--- src/rtl/counter_bg_updown_if.sv ---
// Control/observation bundle for counter_bg_updown: step/load controls in, encoded count and tc out.
// master drives the controls; slave is the counter itself.
interface counter_bg_updown_if #(
  parameter int WIDTH = 3
);
  logic             en;
  logic             dir;
  logic             mode;
  logic             load;
  logic [WIDTH-1:0] load_val;
  logic [WIDTH-1:0] count;
  logic             tc;

  modport master (
    output en, dir, mode, load, load_val,
    input  count, tc
  );

  modport slave (
    input  en, dir, mode, load, load_val,
    output count, tc
  );
endinterface

--- src/rtl/counter_bg_updown.sv ---
// Up/down counter with binary or Gray output, parallel load, enable and optional saturation.
// count is registered (one cycle after the sampling edge); tc is combinational; accepts controls every cycle.
module counter_bg_updown #(
  parameter int WIDTH    = 3,
  parameter bit SATURATE = 1'b0
) (
  input  logic               clk_i,
  input  logic               rst_ni,
  counter_bg_updown_if.slave bus
);
  localparam logic [WIDTH-1:0] MAX_IDX = '1;
  localparam logic [WIDTH-1:0] ONE     = WIDTH'(1);

  logic [WIDTH-1:0] idx_q, idx_d;
  logic [WIDTH-1:0] count_q, count_d;
  logic [WIDTH-1:0] term_idx;
  logic             at_term;

  always_comb begin
    term_idx = bus.dir ? '0 : MAX_IDX;
    at_term  = (idx_q == term_idx);
    idx_d    = idx_q;
    if (bus.load) begin
      idx_d = bus.load_val;
    end else if (bus.en && !(SATURATE && at_term)) begin
      idx_d = bus.dir ? (idx_q - ONE) : (idx_q + ONE);
    end
    // Encode the next index so a mode change and a step land on the same edge.
    count_d = bus.mode ? (idx_d ^ (idx_d >> 1)) : idx_d;
  end

  always_ff @(posedge clk_i or negedge rst_ni) begin
    if (!rst_ni) begin
      idx_q   <= '0;
      count_q <= '0;
    end else begin
      idx_q   <= idx_d;
      count_q <= count_d;
    end
  end

  assign bus.count = count_q;
  assign bus.tc    = bus.en & ~bus.load & at_term;
endmodule

--- src/flat_wrapper.sv ---
// flat-port wrapper written by rule: the top's interface ports become plain ports
module counter_bg_updown_flat 
#(
  parameter int WIDTH    = 3,
  parameter bit SATURATE = 1'b0
)
  (clk_i, rst_ni, bus_en, bus_dir, bus_mode, bus_load, bus_load_val, bus_count, bus_tc);
  counter_bg_updown_if #(.WIDTH(WIDTH)) bus_i ();
  input  logic clk_i;
  input  logic rst_ni;
  input wire logic [$bits(bus_i.en)-1:0] bus_en;
  input wire logic [$bits(bus_i.dir)-1:0] bus_dir;
  input wire logic [$bits(bus_i.mode)-1:0] bus_mode;
  input wire logic [$bits(bus_i.load)-1:0] bus_load;
  input wire logic [$bits(bus_i.load_val)-1:0] bus_load_val;
  output wire logic [$bits(bus_i.count)-1:0] bus_count;
  output wire logic [$bits(bus_i.tc)-1:0] bus_tc;
  assign bus_i.en = bus_en;
  assign bus_i.dir = bus_dir;
  assign bus_i.mode = bus_mode;
  assign bus_i.load = bus_load;
  assign bus_i.load_val = bus_load_val;
  assign bus_count = bus_i.count;
  assign bus_tc = bus_i.tc;
  counter_bg_updown #(.WIDTH(WIDTH), .SATURATE(SATURATE)) u_core (.clk_i(clk_i), .rst_ni(rst_ni), .bus(bus_i));
endmodule
--- config.mk ---
export PLATFORM = sky130hd
export DESIGN_NAME = counter_bg_updown_flat
export DESIGN_NICKNAME = d
export VERILOG_FILES = /design/src/rtl/counter_bg_updown_if.sv /design/src/rtl/counter_bg_updown.sv /design/src/flat_wrapper.sv
export SDC_FILE = /design/constraint.sdc
export NUM_CORES = 1
export LEC_CHECK = 0
export CORE_MARGIN = 2
export CORE_UTILIZATION = 25
export CTS_CLUSTER_SIZE = 8
export DETAILED_ROUTE_END_ITERATION = 12
export GPL_ROUTABILITY_DRIVEN = 0
export GPL_TIMING_DRIVEN = 0
export PLACE_DENSITY = 0.53
export SETUP_SLACK_MARGIN = 0.02
export SLEW_MARGIN = 20
export SYNTH_ARGS = -nofsm -noshare
export SYNTH_HDL_FRONTEND = slang
export SYNTH_SLANG_ARGS = --single-unit
--- constraint.sdc ---
create_clock -name clk_i -period 2.21 [get_ports clk_i]
set_input_delay 0.442 -clock clk_i [delete_from_list [all_inputs] [get_ports clk_i]]
set_output_delay 0.442 -clock clk_i [all_outputs]
set_load 0.02 [all_outputs]
* Word level (Yosys, flattened, before mapping)
Cells that the tools add are included.
** Storage, ports and cells
- Bits in registers :: 6
- Latch bits :: 0
- Memory bits (writable) :: 0
- Memory bits (read-only) :: 0
- Input port bits :: 9
- Output and inout port bits :: 4
- Logic and storage cells :: 14
- Memories kept :: 0
** Operators by class
- $add $sub $neg :: 2
- $mul :: 0
- Divide/modulo/power cells :: 0
- Magnitude comparators :: 0
- Equality and inequality tests :: 1
- Shift-type cells :: 0
- Multiplexer cells :: 5
- Bitwise logic cells :: 4
- Reductions and logical operators :: 0
** Operators with widths (number)
- $mux W3 :: 5
- $add A3 B1 Y3 const B :: 1
- $eq A3 B3 Y1 :: 1
- $sub A3 B1 Y3 const B :: 1
- $xor A3 B2 Y3 :: 1
- $and A1 B1 Y1 :: 2
- $not A1 Y1 :: 1

* Longest topological paths before layout
- Depth in word-level cells :: 6
- Gate-level depth with buffers :: 6
- Gate-level depth less buffers :: 6

* Worst setup path before layout
No wires, ideal clock.
- Path kind :: input-to-reg
- Start point :: in bus_dir
- End point :: reg u_core.count_q[1], in the netlist u_core.bus.count[1]
- Setup time :: 0.080 ns
- Arrival :: 1.582 ns
- Required time :: 2.130 ns
- Setup slack :: 0.548 ns
- Cell stages on the path :: 6
- Buffers on the path :: 0
- Cells stage by stage :: inv_1 -> fa_1 -> xnor2_1 -> nor4bb_1 -> a221oi_1 -> xnor2_1
** Between the ends
- Cells in the longest elaborated chain, start to end :: 5
** RTL lines
- start, declared :: RTL line flat_wrapper.sv:12 : input wire logic [$bits(bus_i.dir)-1:0] bus_dir;
- $mux W3 (*) :: RTL line counter_bg_updown.sv:26 : idx_d = bus.dir ? (idx_q - ONE) : (idx_q + ONE);
- $mux W3 (*) :: RTL line counter_bg_updown.sv:25 : end else if (bus.en && !(SATURATE && at_term)) begin
- $mux W3 (*) :: RTL line counter_bg_updown.sv:23 : if (bus.load) begin
- $xor A3 B2 Y3 :: RTL line counter_bg_updown.sv:29 : count_d = bus.mode ? (idx_d ^ (idx_d >> 1)) : idx_d;
- $mux W3 (*) :: RTL line counter_bg_updown.sv:29
- named net u_core.count_d[1] :: RTL line counter_bg_updown.sv:15 : logic [WIDTH-1:0] count_q, count_d;
- end signal, assigned :: RTL line counter_bg_updown.sv:38 : count_q <= count_d;
- end, declared :: RTL line counter_bg_updown.sv:15
The timed path passes the listed nets; every way through them passes the cells marked *.

* Worst setup path after layout
Ends and elaborated chain as after synthesis.

==> impl_metrics.toml <==
[status]
status = "completed"

[layout]
final_common_cell = "clkdlybuf4s50_1"
synthToLayoutAreaGrowth_pct = 46.2
fin_nets = 64
drive_gt1_share_pct = 13.5
diodes = 0
mostFrequentLayoutCells = "10 x clkdlybuf4s50_1, 5 x nand2_1, 5 x dfrtp_1"

[synthesis]
synthesis.nets = 48
yosysSeqAreaShare_pct = 36.6
syn_area_um2 = 342
postSynthRegisterBits = 5
synth_area_leaders = "dfrtp_1 37%, xnor2_1 10%, fa_1 5.9%"
synth_top_area_share_pct = 36.6
ys_types = 20
syn_avg_cell_area_um2 = 9.23
synth_top_area_cell = "dfrtp_1"
yosysWarningCount = 0
syn_inst = 37

[global_routing]
grt_usage_pct = 10.6
gr-total-overflow = 0
antenna_found_initial = 0
grt_pass1_wl_um = 1060
grt_max_degree = 11
grt_pass1_vias = 280

[power_and_ir_drop]
p_leak_nw = 0.218
pwr_density_cell_nw_per_um2 = 706
peakVddDrop_uv = 365

[routing]
wl_per_cell_um = 10.4
final_antenna_net_count = 0
drt_iter0_markers = 9
drc = 0
firstDrtPassIters = 4
via_per_inst = 4.55
vias = 305
wirelength_um = 699

[cts]
cts_root_buf = "clkbuf_4"
numCtsBuffers = 3
clkLatencyLatePin_ps = 240
clockBufferDepth = 2
cts_setup_buffers = 0
cts.sinks = 5
cts_resized = 3
cts_tree = "done"
clk_pin_slew_ps = 40
cts.htree.levels = 1
ctsHoldBuffers = 0

[sta]
max-slew-margin-rel_pct = 80.9
min_period_ps = 2160
fmax_mhz = 463
skew_ps = 1.24
setup_tns_ps = 0
finalSetupViolations = 0
worst_pin_slew_ps = 286
report.final.slew_viol_count = 0
setup_ws_ps = 51.1
hold_viol = 0
rsz0062_at_grt = "no"
finalCritPeriodShare_pct = 97.7

[setup_path]
critPathMaxFanout = 4
arrival_ps = 2320
critical_path_class = "in2reg"
start_kind = "primary input"
cp-end-kind = "register"
critical_path_required_ps = 2370

[die]
pin_count = 13
die-area_um2 = 1680
fp.dieW_um = 41.0
start_util_pct = 26.6
coreArea_um2 = 1280
rows = 13
die_height_um = 41.0

[hold_path]
hp-class = "in2async"

[place]
dpl_worst_slack_ps = -277
portBuffers = 11
dp_hpwl_um = 516

[run]
drv_cap = 0
metal layers:
metal	wire length (um)	vias up	GRT usage (%)
met2	367	8	17.6
met5	0	-	0
met3	26	2	3.26
met1	293	143	10.4
li1	-	152	-
met4	11	0	10.0
final timing paths:
check                                start                   to  slack, ps  cells after the start
hold / removal                      rst_ni  u_core.bus.count[2]        420                      1
setup / recovery                   bus_dir  u_core.bus.count[1]         50                      7
max in group asynchronous           rst_ni      u_core.idx_q[1]       1600                      1
hold reg to reg            u_core.idx_q[0]      u_core.idx_q[0]        670                      2
min in group clk_i                bus_load  u_core.bus.count[2]        540                      2
setup reg to reg           u_core.idx_q[0]  u_core.bus.count[1]        490                      6
logic make-up (layout without fill, tap and decap cells):
group	count (synthesis)	count (layout)	share of synthesized area (%)
xor gates and xnor gates	5	5	12.8
AOI/OAI and AO/OA	6	6	11.0
buffers and inverters	5	20	6.96
adders and majority gates	2	2	9.52
DFF	5	5	36.6
and+or+nand+nor	14	14	23.1
registers in the layout (all words and copies together) (netlist names):
register / flops
u_core.idx_q: 2
u_core.bus.count: 3
synthesized netlist by cell type (all sizes together):
master and n:
fa 1, nor2 1, buf 2, o21ai 3, xor2 1, nor3 1
inv 3, nand2b 2, nand2 5, a221oi 1, and3 1, ha 1
dfrtp 5, nor2b 2, a21oi 1, nor4bb 2, o31a 1, xnor2 4
through the flow:
stage	total power, W	util [%]	hold WS (ps)	instances	cell area [um2]
after CTS	0.000353	38.6	419	67	495
after global routing	0.000380	38.9	424	67	499
after detailed placement	0.000245	36.6	669	63	470
after floorplan	0.000193	-	146	37	342
after global placement	0.000244	36.6	658	63	470
final	0.000353	38.9	419	67	499
worst max-delay path: stages:
cell and delay (ps):
clkdlybuf4s50_1 570, inv_1 110, fa_1 470, xnor2_2 220, nor4bb_1 80, a221oi_1 260
xnor2_1 170
power by group:
group          internal, W  total, W  leakage [nW]  switching (W)
clock            0.0000683  0.000106        0.0150      0.0000377
combinational    0.0000675  0.000125         0.144      0.0000578
sequential        0.000108  0.000121        0.0588      0.0000131
cell type report:
type	instances	area, um2
timing repair buffer	11	105
clock buffer	4	26.3
sequential	5	125
buffer	2	12.5
multi-input combinational	27	200
inverter	3	11.3
fill	134	786
tap	15	18.8
No activity file was read; power rests on OpenSTA's default activity.
